### config.mk
export PLATFORM = sky130hd
export DESIGN_NAME = ram_arbiter
export DESIGN_NICKNAME = d
export VERILOG_FILES = /design/src/rtl/ram_arb_pkg.sv /design/src/rtl/ram_arb_watchdog.sv /design/src/rtl/ram_arbiter.sv
export SDC_FILE = /design/constraint.sdc
export NUM_CORES = 1
export LEC_CHECK = 0
export ABC_AREA = 1
export CORE_ASPECT_RATIO = 1.75
export CORE_MARGIN = 4
export CORE_UTILIZATION = 45
export CTS_BUF_LIST = sky130_fd_sc_hd__clkbuf_8
export CTS_CLUSTER_DIAMETER = 150
export DETAILED_ROUTE_END_ITERATION = 8
export PLACE_DENSITY = 0.86
export SLEW_MARGIN = 30
export SYNTH_ARGS = -nofsm -noshare
export SYNTH_HDL_FRONTEND = slang
export SYNTH_SLANG_ARGS = --single-unit
### constraint.sdc
create_clock -name clk -period 3.3 [get_ports clk]
set_input_delay 0.495 -clock clk [delete_from_list [all_inputs] [get_ports clk]]
set_output_delay 0.495 -clock clk [all_outputs]
set_load 0.005 [all_outputs]
### src/rtl/ram_arb_pkg.sv
// ram_arb_pkg: shared state type, width defaults and port indices for the
// two-client cellular-RAM arbiter.
package ram_arb_pkg;

  localparam int unsigned ADDR_W_DEFAULT = 23;
  localparam int unsigned DATA_W_DEFAULT = 16;

  // Port indices as stored in the arbiter's owner register.
  localparam logic P_AUDIO  = 1'b0;
  localparam logic P_LOADER = 1'b1;

  typedef enum logic {
    IDLE = 1'b0,
    BUSY = 1'b1
  } arbState_t;

endpackage

### src/rtl/ram_arb_watchdog.sv
// ram_arb_watchdog: BUSY-cycle counter for the RAM arbiter. Cleared when a
// transaction starts, counts while the arbiter is busy, and flags expiry in
// the LIMIT-th busy cycle so the abort lands one cycle later.
module ram_arb_watchdog
  import ram_arb_pkg::*;
#(
  parameter int unsigned LIMIT = 255
) (
  input  logic clk,
  input  logic rst,
  input  logic load,
  input  logic run,
  output logic expire
);

  localparam logic [7:0] LAST = 8'(LIMIT - 1);

  logic [7:0] busyCnt;

  // Count busy cycles from zero, holding once the last value is reached.
  always_ff @(posedge clk) begin
    if (rst) begin
      busyCnt <= '0;
    end else if (load) begin
      busyCnt <= '0;
    end else if (run && (busyCnt != LAST)) begin
      busyCnt <= busyCnt + 8'd1;
    end
  end

  assign expire = run && (busyCnt == LAST);

endmodule

### src/rtl/ram_arbiter.sv
// ram_arbiter: shares the single cellular-RAM controller between the audio
// fetch (port 0, priority) and the sample loader / debug port (port 1).
// One transaction in flight at a time; port 1 is guaranteed a grant after
// STARVE_LIMIT consecutive port-0 grants while it waits.
// Optional watchdog abort is compiled in with RAM_ARB_TIMEOUT_EN.
module ram_arbiter
  import ram_arb_pkg::*;
#(
  parameter int unsigned ADDR_W         = ADDR_W_DEFAULT,
  parameter int unsigned DATA_W         = DATA_W_DEFAULT,
  parameter int unsigned STARVE_LIMIT   = 4,
  parameter int unsigned TIMEOUT_CYCLES = 255
) (
  input  logic              clk,
  input  logic              rst,
  input  logic              c0_req,
  input  logic              c0_we,
  input  logic [ADDR_W-1:0] c0_addr,
  input  logic [DATA_W-1:0] c0_wdata,
  input  logic [1:0]        c0_be,
  output logic              c0_gnt,
  output logic              c0_done,
  output logic [DATA_W-1:0] c0_rdata,
  output logic              c0_err,
  input  logic              c1_req,
  input  logic              c1_we,
  input  logic [ADDR_W-1:0] c1_addr,
  input  logic [DATA_W-1:0] c1_wdata,
  input  logic [1:0]        c1_be,
  output logic              c1_gnt,
  output logic              c1_done,
  output logic [DATA_W-1:0] c1_rdata,
  output logic              c1_err,
  output logic              mem_req,
  output logic              mem_we,
  output logic [ADDR_W-1:0] mem_addr,
  output logic [DATA_W-1:0] mem_wdata,
  output logic [1:0]        mem_be,
  input  logic              mem_done,
  input  logic [DATA_W-1:0] mem_rdata
);

  localparam logic [3:0] STARVE_MAX = 4'(STARVE_LIMIT);

  arbState_t  state;
  logic       owner;
  logic [3:0] starveCnt;
  logic       startTxn;
  logic       pickLoader;

  assign startTxn   = (state == IDLE) && (c0_req || c1_req);
  // Loader wins when it is alone, or when it has waited out the starve limit.
  assign pickLoader = c1_req && (!c0_req || (starveCnt == STARVE_MAX));

`ifdef RAM_ARB_TIMEOUT_EN
  logic timeoutHit;

  ram_arb_watchdog #(
    .LIMIT (TIMEOUT_CYCLES)
  ) uWatchdog (
    .clk    (clk),
    .rst    (rst),
    .load   (startTxn),
    .run    (state == BUSY),
    .expire (timeoutHit)
  );
`else
  logic [31:0] unusedTimeoutCfg;
  assign unusedTimeoutCfg = TIMEOUT_CYCLES;
  assign c0_err = 1'b0;
  assign c1_err = 1'b0;
`endif

  // Arbitration FSM: latch the winner's fields on grant, return the result
  // to the owner on completion (or abort), all outputs registered.
  always_ff @(posedge clk) begin
    if (rst) begin
      state     <= IDLE;
      owner     <= P_AUDIO;
      starveCnt <= '0;
      c0_gnt    <= 1'b0;
      c1_gnt    <= 1'b0;
      c0_done   <= 1'b0;
      c1_done   <= 1'b0;
      c0_rdata  <= '0;
      c1_rdata  <= '0;
      mem_req   <= 1'b0;
      mem_we    <= 1'b0;
      mem_addr  <= '0;
      mem_wdata <= '0;
      mem_be    <= '0;
`ifdef RAM_ARB_TIMEOUT_EN
      c0_err    <= 1'b0;
      c1_err    <= 1'b0;
`endif
    end else begin
      c0_gnt  <= 1'b0;
      c1_gnt  <= 1'b0;
      c0_done <= 1'b0;
      c1_done <= 1'b0;
`ifdef RAM_ARB_TIMEOUT_EN
      c0_err  <= 1'b0;
      c1_err  <= 1'b0;
`endif
      case (state)
        IDLE: begin
          if (startTxn) begin
            if (pickLoader) begin
              owner     <= P_LOADER;
              c1_gnt    <= 1'b1;
              mem_we    <= c1_we;
              mem_addr  <= c1_addr;
              mem_wdata <= c1_wdata;
              mem_be    <= c1_be;
              starveCnt <= '0;
            end else begin
              owner     <= P_AUDIO;
              c0_gnt    <= 1'b1;
              mem_we    <= c0_we;
              mem_addr  <= c0_addr;
              mem_wdata <= c0_wdata;
              mem_be    <= c0_be;
              if (c1_req && (starveCnt != STARVE_MAX)) begin
                starveCnt <= starveCnt + 4'd1;
              end
            end
            mem_req <= 1'b1;
            state   <= BUSY;
          end
        end
        BUSY: begin
          if (mem_done) begin
            if (owner == P_LOADER) begin
              c1_done  <= 1'b1;
              c1_rdata <= mem_we ? {DATA_W{1'b0}} : mem_rdata;
            end else begin
              c0_done  <= 1'b1;
              c0_rdata <= mem_we ? {DATA_W{1'b0}} : mem_rdata;
            end
            mem_req <= 1'b0;
            state   <= IDLE;
          end
`ifdef RAM_ARB_TIMEOUT_EN
          else if (timeoutHit) begin
            if (owner == P_LOADER) begin
              c1_done  <= 1'b1;
              c1_err   <= 1'b1;
              c1_rdata <= '0;
            end else begin
              c0_done  <= 1'b1;
              c0_err   <= 1'b1;
              c0_rdata <= '0;
            end
            mem_req <= 1'b0;
            state   <= IDLE;
          end
`endif
        end
      endcase
    end
  end

endmodule

==> results.toml <==
[run_status]
outcome = "completed"

[drt]
drt-vias-per-instance = 5.127
drcViolationCount = 0
drt_first_pass_iters = 4
wl_um = 11330
ant_nets = 0
post_drt_wl_per_cell_um = 13.89
routed-via-count = 4184
detail_route.iter0.violations = 180

[setup_path]
arrival_ps = 1590
worstSetupPathType = "reg2out"
worst-r2r-cell-count = 8
critical_path.reg2reg.endpoint = "mem_addr[16]"
worstPathMaxFanout = 14
critPathCaptureType = "primary output"
critical-path-top-delay-family = "flip-flops"
path_cells = "clkdlybuf4s50_1"
setup.reg_to_reg.worst_slack_ps = 1230
critPathLaunch = "mem_we"
worst-endpoint-required_ps = 2800
crit_path_top_delay_cell = "dfxtp_1"
regToRegStartpoint = "starveCnt[0]"
critPathLaunchType = "flip-flop"
crit_buf_inv = 1
crit_path_max_incr_delay_ps = 640

[global_route]
grt_pass1_wl_um = 18150
maximum_number_of_pins_on_one_net_before_global_route_repair = 72
global_route.overflow_total = 0
first_global_vias = 4048
grt_util_all_layers = 0.2236
antenna_found_initial = 0

[yosys]
post_synth.cell_area_avg_um2 = 6.806
post_synthesis_register_bit_count = 85
synth.yosys.warnings = 0
unique_cell_type_count_in_the_yosys_netlist = 22
syn_area_um2 = 3791
synth_seq_area_share = 0.4488
postSynthCellCount = 557

[power]
ir_drop_v = 0.0002450
power_frac_seq = 0.467
cell_internal_pwr_mw = 1.777
switching_share = 0.2798
p_comb_frac = 0.227
power.density_cell_area_nw_per_um2 = 425.8
clock_power_share = 0.306
power_switching_mw = 0.6905
power_leakage_nw = 2.484

[die]
pin_count = 186
row_count = 44
die_area_um2 = 10020
start_util = 0.4591
fp.dieH_um = 129.4
core_outline_area_um2 = 8258
die_w_um = 77.39

[placed_design]
finalWeightedCongestion = 0.8452
area_of_placed_instances_um2 = 5589
dp_hpwl_um = 8682
dp_cells = 800
place.port_buffers = 183

[timing]
relSlewSlack = 0.5629
fmax_ghz = 0.4803
grt_setup_unrepaired = "false"
fin_crit_sh = 0.6309
timing.setup.tns_ps = 0
fin_worst_skew_ps = 8.853
setup_viol = 0
report.final.slew_viol_count = 0
finalWorstPathRequiredPeriod_ps = 2082
report.final.hold_viol_count = 0
max_slew.worst_pin.slew_ps = 655.7

[clock_network]
cts-root-to-sink-buffers = 2
cts.root.buffer_cell = "clkbuf_8"
numClockSinks = 85
post_cts_sizing_count = 0
postCtsSetupRepairBufs = 0
clk-insertion-delay-late_ps = 350
cts_htree_levels = 3
cts.hold.buffers_added = 0
clk_transition_reported_paths_ps = 90
tritoncts = "done"
tritoncts.num_buffers = 9

[cells_and_area]
final_design_area_no_fill_um2 = 5796
layout-drive-gt1-share = 0.04144
layout.area.seq_um2 = 1702
syn_to_final_growth_pct = 52.87
net_count_reported_at_finish = 826
finish.cell_count_without_fillers = 816
multi_input_comb_area_um2 = 1690
final.fill_count = 699
insertedDiodeCount = 0

[worst_hold_path]
worstHoldPathType = "reg2reg"
min_delay_worst_endpoint = "c1_rdata[6]"
holdCritStartpoint = "c1_rdata[6]"
hold-path-cell-count = 2

[flow_run]
max-cap-violations = 0
## power groups by stage
stage / Combinational (mW) / Clock, mW / Sequential, mW
after global placement: 0.552 / 0 / 1.17
after global routing: 0.619 / 0.820 / 1.16
after detailed placement: 0.563 / 0 / 1.17
after floorplan: 0.239 / 0 / 1.17
after CTS: 0.565 / 0.775 / 1.15
final: 0.561 / 0.755 / 1.15
## metrics by stage
stage	util	setup WS [ps]	power, mW	hold WS, ps
2_1_floorplan	-	1922	1.410	450.1
3_3_place_gp	0.6768	912.7	1.724	452.0
3_5_place_dp	0.6768	892.6	1.738	456.5
4_1_cts	0.7018	1172	2.492	457.4
5_1_grt	0.7018	1037	2.601	483.3
6_report	0.7018	1218	2.468	468.6
## metal layers
metal / vias to the layer above / global-route usage / routed length [um]
li1: 2088 / - / -
met1: 1903 / 0.2435 / 4359
met2: 176 / 0.4035 / 5728
met3: 17 / 0.07719 / 1024
met4: 0 / 0.07338 / 221
met5: - / 0 / 0
## cell usage in the layout (no fill, tap or decap), types with 3 or more instances in the layout
cell type / n
a21oi_1: 63
buf_4: 6
clkbuf_8: 9
clkdlybuf4s50_1: 182
clkinv_4: 3
dfxtp_1: 85
inv_1: 53
inv_2: 3
inv_6: 3
nand2_1: 97
nand3_1: 54
nor2_1: 99
o21ai_0: 48
o21ai_1: 6
## cells by family (layout without fill, tap and decap cells)
| logic type | Yosys count | after routing | synth area share |
|---|---|---|---|
| and+or+nand+nor | 254 | 254 | 0.2743 |
| AOI/OAI and AO/OA | 119 | 119 | 0.1607 |
| buffers and inverters | 95 | 261 | 0.1063 |
| DFF | 85 | 85 | 0.4488 |
| adders and majority gates | 2 | 2 | 0.006600 |
| other | 1 | 2 | 0.0009891 |
| xor gates and xnor gates | 1 | 1 | 0.002311 |
## cells in the mapped netlist (all sizes together)
cell type	number	area, um2
nand2	98	370.4
o31ai	1	7.510
clkbuf	17	63.81
dfxtp	85	1702
nand3	54	270.3
buf	22	128.9
nor2	101	394.1
nor3	1	5.000
xor2	1	8.760
a21oi	63	315.3
inv	56	210.2
ha	2	25.02
conb	1	3.750
o21ai	55	286.5
## flip-flops by register name (all words and copies together) (netlist names)
signal     count
mem_addr      23
c0_rdata      16
c1_rdata      16
mem_wdata     16
starveCnt      4
mem_be         2
c0_done        1
c0_gnt         1
c1_done        1
c1_gnt         1
mem_req        1
mem_we         1
owner          1
state          1
## final cells by class
| cell class | instances | share of cell area |
|---|---|---|
| clock buffer | 9 | 0.02137 |
| clock inverter | 7 | 0.01425 |
| sequential | 85 | 0.2936 |
| inverter | 56 | 0.03627 |
| timing repair buffer | 189 | 0.3230 |
| multi-input combinational | 378 | 0.2917 |
| tap | 92 | 0.01986 |
## worst max-delay path by stage
stage                   endpoint  slack [ps]  cells after the start
floorplan                 mem_we        1920                      7
global placement     c1_rdata[5]         910                      5
detailed placement  c1_rdata[11]         890                      5
CTS                       mem_we        1170                      1
global route        mem_addr[18]        1040                      8
finish                    mem_we        1220                      1
Power figures use the tool's default switching activity.
